`src/rtl/serial_stream_host.sv`:
```
// serial_stream_host
//   Host-side endpoint of the bit-serial valid/ready link.
//   TX: parallel words are buffered in a small FIFO and serialized MSB-first.
//   RX: serial bits are collected MSB-first into parallel words for a sink.
//
// Parameters
//   DATA_WIDTH     bits per serial word (TX and RX)
//   TX_FIFO_DEPTH  TX word FIFO entries (power of two, >= 2)
//
// Ports
//   i_clk, i_rst             clock, synchronous active-high reset
//   i_en                     global enable; low freezes all state
//   iv_tx_data/i_tx_valid/o_tx_ready           parallel TX input
//   o_ser_dout/o_ser_dout_valid/i_ser_ready    serial TX output
//   i_ser_din/i_ser_din_valid/o_ser_ready      serial RX input
//   ov_rx_data/o_rx_valid/i_rx_ready           parallel RX output
//
// Optional: define SERIAL_HOST_STATS_EN to add saturating word counters
//   ov_tx_words / ov_rx_words.
module serial_stream_host #(
   parameter int unsigned DATA_WIDTH    = 24,
   parameter int unsigned TX_FIFO_DEPTH = 4
) (
   input  logic                  i_clk,
   input  logic                  i_rst,
   input  logic                  i_en,
   input  logic [DATA_WIDTH-1:0] iv_tx_data,
   input  logic                  i_tx_valid,
   output logic                  o_tx_ready,
   output logic                  o_ser_dout,
   output logic                  o_ser_dout_valid,
   input  logic                  i_ser_ready,
   input  logic                  i_ser_din,
   input  logic                  i_ser_din_valid,
   output logic                  o_ser_ready,
   output logic [DATA_WIDTH-1:0] ov_rx_data,
   output logic                  o_rx_valid,
   input  logic                  i_rx_ready
`ifdef SERIAL_HOST_STATS_EN
   ,
   output logic [15:0]           ov_tx_words,
   output logic [15:0]           ov_rx_words
`endif
);

   localparam int unsigned CW = $clog2(DATA_WIDTH);
   localparam int unsigned AW = $clog2(TX_FIFO_DEPTH);

   localparam logic [CW-1:0] LAST_BIT  = CW'(DATA_WIDTH - 1);
   localparam logic [AW:0]   FIFO_FULL = (AW + 1)'(TX_FIFO_DEPTH);

   localparam logic [0:0] ST_IDLE  = 1'b0;
   localparam logic [0:0] ST_SHIFT = 1'b1;

   // TX FIFO
   logic [DATA_WIDTH-1:0] mem_q [TX_FIFO_DEPTH];
   logic [AW-1:0]         wr_ptr_q, wr_ptr_d;
   logic [AW-1:0]         rd_ptr_q, rd_ptr_d;
   logic [AW:0]           count_q, count_d;

   // TX serializer
   logic [0:0]            state_q, state_d;
   logic [DATA_WIDTH-1:0] tx_shift_q, tx_shift_d;
   logic [CW-1:0]         tx_cnt_q, tx_cnt_d;

   // RX deserializer
   logic [DATA_WIDTH-1:0] rx_shift_q, rx_shift_d;
   logic [CW-1:0]         rx_cnt_q, rx_cnt_d;
   logic [DATA_WIDTH-1:0] rx_data_q, rx_data_d;
   logic                  rx_valid_q, rx_valid_d;

   logic                  full, empty, push, pop;
   logic                  tx_hs, tx_last, rx_hs, rx_last;
   logic [DATA_WIDTH-1:0] rx_word;

   assign full    = (count_q == FIFO_FULL);
   assign empty   = (count_q == '0);

   assign o_tx_ready       = i_en & ~full;
   assign o_ser_dout_valid = i_en & (state_q == ST_SHIFT);
   assign o_ser_dout       = (state_q == ST_SHIFT) & tx_shift_q[DATA_WIDTH-1];

   assign push    = i_tx_valid & o_tx_ready;
   assign tx_hs   = o_ser_dout_valid & i_ser_ready;
   assign tx_last = tx_hs & (tx_cnt_q == '0);
   // Pop either to start from IDLE or to chain the next word onto the last
   // bit handshake, so consecutive words leave without a bubble.
   assign pop     = i_en & ~empty & ((state_q == ST_IDLE) | tx_last);

   // Ready depends only on registered state: a full output register with a
   // word one bit from completion refuses the last bit until the sink drains.
   assign o_ser_ready = i_en & ~(rx_valid_q & (rx_cnt_q == LAST_BIT));
   assign rx_hs       = i_ser_din_valid & o_ser_ready;
   assign rx_last     = rx_hs & (rx_cnt_q == LAST_BIT);
   assign rx_word     = {rx_shift_q[DATA_WIDTH-2:0], i_ser_din};

   assign ov_rx_data = rx_data_q;
   assign o_rx_valid = rx_valid_q;

   always_comb begin
      wr_ptr_d   = wr_ptr_q;
      rd_ptr_d   = rd_ptr_q;
      count_d    = count_q;
      state_d    = state_q;
      tx_shift_d = tx_shift_q;
      tx_cnt_d   = tx_cnt_q;
      rx_shift_d = rx_shift_q;
      rx_cnt_d   = rx_cnt_q;
      rx_data_d  = rx_data_q;
      rx_valid_d = rx_valid_q;

      if (push) wr_ptr_d = wr_ptr_q + AW'(1);
      if (pop)  rd_ptr_d = rd_ptr_q + AW'(1);
      case ({push, pop})
         2'b10:   count_d = count_q + (AW + 1)'(1);
         2'b01:   count_d = count_q - (AW + 1)'(1);
         default: count_d = count_q;
      endcase

      if (pop) begin
         state_d    = ST_SHIFT;
         tx_shift_d = mem_q[rd_ptr_q];
         tx_cnt_d   = LAST_BIT;
      end else if (tx_hs) begin
         tx_shift_d = tx_shift_q << 1;
         if (tx_cnt_q == '0) state_d  = ST_IDLE;
         else                tx_cnt_d = tx_cnt_q - CW'(1);
      end

      if (rx_valid_q & i_rx_ready & i_en) rx_valid_d = 1'b0;
      if (rx_hs) begin
         rx_shift_d = rx_word;
         if (rx_cnt_q == LAST_BIT) begin
            rx_cnt_d   = '0;
            rx_data_d  = rx_word;
            rx_valid_d = 1'b1;
         end else begin
            rx_cnt_d   = rx_cnt_q + CW'(1);
         end
      end
   end

   always_ff @(posedge i_clk) begin
      if (push) mem_q[wr_ptr_q] <= iv_tx_data;
   end

   always_ff @(posedge i_clk) begin
      if (i_rst) begin
         wr_ptr_q   <= '0;
         rd_ptr_q   <= '0;
         count_q    <= '0;
         state_q    <= ST_IDLE;
         tx_shift_q <= '0;
         tx_cnt_q   <= '0;
         rx_shift_q <= '0;
         rx_cnt_q   <= '0;
         rx_data_q  <= '0;
         rx_valid_q <= 1'b0;
      end else if (i_en) begin
         wr_ptr_q   <= wr_ptr_d;
         rd_ptr_q   <= rd_ptr_d;
         count_q    <= count_d;
         state_q    <= state_d;
         tx_shift_q <= tx_shift_d;
         tx_cnt_q   <= tx_cnt_d;
         rx_shift_q <= rx_shift_d;
         rx_cnt_q   <= rx_cnt_d;
         rx_data_q  <= rx_data_d;
         rx_valid_q <= rx_valid_d;
      end
   end

`ifdef SERIAL_HOST_STATS_EN
   logic [15:0] tx_words_q, rx_words_q;

   always_ff @(posedge i_clk) begin
      if (i_rst) begin
         tx_words_q <= '0;
         rx_words_q <= '0;
      end else if (i_en) begin
         if (tx_last && (tx_words_q != '1)) tx_words_q <= tx_words_q + 16'd1;
         if (rx_last && (rx_words_q != '1)) rx_words_q <= rx_words_q + 16'd1;
      end
   end

   assign ov_tx_words = tx_words_q;
   assign ov_rx_words = rx_words_q;
`endif

endmodule
```
`config.mk`:
```
export PLATFORM = sky130hd
export DESIGN_NAME = serial_stream_host
export DESIGN_NICKNAME = d
export VERILOG_FILES = /design/src/rtl/serial_stream_host.sv
export SDC_FILE = /design/constraint.sdc
export NUM_CORES = 1
export LEC_CHECK = 0
export CORE_MARGIN = 4
export CORE_UTILIZATION = 40
export CTS_CLUSTER_SIZE = 24
export DETAILED_ROUTE_END_ITERATION = 7
export HOLD_SLACK_MARGIN = 0.1
export PLACE_DENSITY = 0.59
export SLEW_MARGIN = 15
export SYNTH_ARGS = -nofsm -noshare
export SYNTH_HDL_FRONTEND = slang
export SYNTH_SLANG_ARGS = --single-unit
```
`constraint.sdc`:
```
create_clock -name i_clk -period 3.1 [get_ports i_clk]
set_clock_uncertainty 0.2 [all_clocks]
set_input_delay 0.62 -clock i_clk [delete_from_list [all_inputs] [get_ports i_clk]]
set_output_delay 0.62 -clock i_clk [all_outputs]
set_load 0.03 [all_outputs]
```
==> flow_summary.json <==
{
  "critPathKind": "in -> out",
  "finalWeightedCongestion": 0.797,
  "final_nets": 690,
  "fin_setup_tns_ns": 0,
  "ir_drop_mv": 0.398,
  "grt_max_degree": 61,
  "antenna_found_initial": 0,
  "clockRootBuffer": "clkbuf_16",
  "drive_above_1_share": 0.118,
  "cts_buffers": 17,
  "slew_headroom": 0.472,
  "ys.flop_type": "edfxtp_1",
  "ys_async_sr_fraction": 0,
  "insertion_delay_ns": 0.43,
  "post-route-worst-setup-slack_ns": 0.381,
  "hold_viol_final": 0,
  "ys_seq_area_frac": 0.656,
  "path_common_cell": "buf_4",
  "area_growth_pct": 20.4,
  "ys_top_cells_by_count": "146 x nand2_1, 96 x edfxtp_1, 92 x dfxtp_1",
  "cp_slowest_stage_delay_ns": 0.69,
  "synth_top_family_by_area": "simple AND/OR/NAND/NOR gates",
  "worst_slew_pin_slew_ns": 0.792,
  "cts_max_path_buffers": 2,
  "rows": 48,
  "initial_core_util": 0.412,
  "powerDensity_nw_per_um2": 612,
  "cp-start-kind": "input port",
  "core_um2": 17500,
  "synthSimpleGateAreaFrac": 0.124,
  "finalPower_w": 0.00530,
  "yosysWarnings": 0,
  "netlist.area_leader.share": 0.400,
  "power_frac_comb": 0.092,
  "p_int_w": 0.00406,
  "tritoncts": "yes",
  "first_global_vias": 4437,
  "synth_edf_count": 96,
  "drt-pass1-iter-count": 4,
  "routed_wl_um": 13900,
  "pre_cts_ws_ns": 0.101,
  "synth_nets": 631,
  "rsz0062_at_grt": "false",
  "via_per_inst": 5.15,
  "yosys.area.top_type": "edfxtp_1",
  "track_usage": 0.144,
  "drc_errors": 0,
  "finalCritPeriodShare": 0.877,
  "slowest_stage": "clkdlybuf4s50_1",
  "slew_viol_final": 0,
  "wl_per_cell_um": 15.6,
  "grt_first_pass_wirelength_um": 22800,
  "die_y_um": 142,
  "cp_top_family": "buffers and inverters",
  "vias": 4570,
  "critical_path_buf_inv_count": 3,
  "synthAdderAreaFrac": 0.0167,
  "cts_hold_buffers": 0,
  "switchingPower_w": 0.00124,
  "cts_max_level": 4,
  "status": "complete, no violations",
  "ant_nets": 0,
  "diodes": 0,
  "post_cts_buffers": 0,
  "synth_cell_types": 39,
  "io_buffer_count": 60,
  "pwr-share-seq": 0.524,
  "die_w_um": 142,
  "period_minus_slack_ns": 2.72,
  "drv_cap": 0,
  "synth_cells": 590,
  "yosys-top-cells-area": "edfxtp_1 40%, dfxtp_1 26%, nand2_1 7.6%",
  "hpwl_um": 8570,
  "synth_most_common_cell": "nand2_1",
  "hold_path_class": "reg -> reg",
  "swShare": 0.234,
  "clock_sinks": 188,
  "synth_compound_area_frac": 0.0823,
  "grt-ovfl-total": 0,
  "p_clk_frac": 0.384,
  "crit_chain": "clkdlybuf4s50_1 > buf_4 > o31a_1 > buf_4",
  "synth_mux_area_frac": 0.0792,
  "clk_pin_slew_worst_paths_ns": 0.07,
  "synth.avg_cell_area_um2": 12.2,
  "crit_path_end_kind": "output pin",
  "ioPinCount": 61,
  "cp_max_fo": 9,
  "worstPathArrival_ns": 1.90,
  "synth_xor_area_frac": 0.00973,
  "synth_area_um2": 7200,
  "setup_viol": 0,
  "p_leak_nw": 2.80,
  "cts_resized": 0,
  "fmax_mhz": 368,
  "crit_required_ns": 2.28,
  "ys_seq_elements": 188,
  "drt_iter0_markers": 285,
  "die-area_um2": 20200
}
## power by group through the flow
stage	Combinational [W]	Sequential (W)	Clock, W
global route	0.000546	0.00279	0.00220
global placement	0.000478	0.00283	0
floorplan	0.000354	0.00280	0
detailed placement	0.000492	0.00283	0
CTS	0.000496	0.00278	0.00208
finish	0.000490	0.00278	0.00204
## state kept, by name, indices dropped and copies added (netlist names), 2 cells and up, named ones only
register,flops
ov_rx_data,24
count_q,3
mem_q,96
rx_cnt_q,5
tx_cnt_q,5
wr_ptr_q,2
tx_shift_q,24
rd_ptr_q,2
rx_shift_q,23
## cell families after synthesis
logic type,count (synthesis)
AO/OA/AOI/OAI,95
XOR/XNOR,8
adder cells (fa/ha/maj),9
buffers and inverters,52
flip-flops,188
multiplexers,27
AND/OR/NAND/NOR,211
## final timing paths
check | from | end | slack (ns) | cells past startpoint
hold reg to reg | ov_rx_data[18]$_SDFFE_PP0P_ | ov_rx_data[18]$_SDFFE_PP0P_ | 0.25 | 2
hold / removal | ov_rx_data[18]$_SDFFE_PP0P_ | ov_rx_data[18]$_SDFFE_PP0P_ | 0.25 | 2
setup / recovery | i_en | o_tx_ready | 0.38 | 4
setup reg to reg | tx_cnt_q[0]$_SDFFE_PP0P_ | count_q[2]$_SDFFE_PP0P_ | 0.46 | 12
## worst min-delay path, cell delays in order (launching register included)
cell,delay [ns]
dfxtp_1,0.31
nand2_1,0.05
a21oi_1,0.05
## per-stage QoR
step	hold WS [ns]	instance area (µm²)	utilization	std cells
finish	0.254	8670	0.496	887
global route	0.276	8670	0.496	887
CTS	0.257	8670	0.496	887
detailed placement	0.247	8120	0.465	855
global placement	0.245	8120	0.465	855
floorplan	0.232	7200	-	590
## routing by layer
metal	track usage	vias to the layer above	wire length (µm)
met4	0.0530	0	189
met2	0.238	101	6770
met1	0.182	2226	6190
met5	0	-	0
li1	-	2230	-
met3	0.0400	13	715
## final cells by class
cell class                 count  area (µm²)
clock buffer                  20         437
clock inverter                12         114
fill                        1494        8800
inverter                      13        48.8
multi-input combinational    350        2260
sequential                   188        4720
tap                          225         282
timing repair buffer          79         806
## placed cells by master (no fill, tap or decap), types with 7 or more instances in the layout
cell type / instances
edfxtp_1: 96
buf_4: 16
xnor2_1: 7
clkbuf_16: 17
inv_1: 13
clkdlybuf4s50_1: 56
a21oi_1: 54
nor2_1: 32
nand2_1: 146
mux4_2: 24
and3_1: 7
ha_1: 8
a311oi_1: 23
dfxtp_1: 92
No activity file was read; power rests on OpenSTA's default activity.
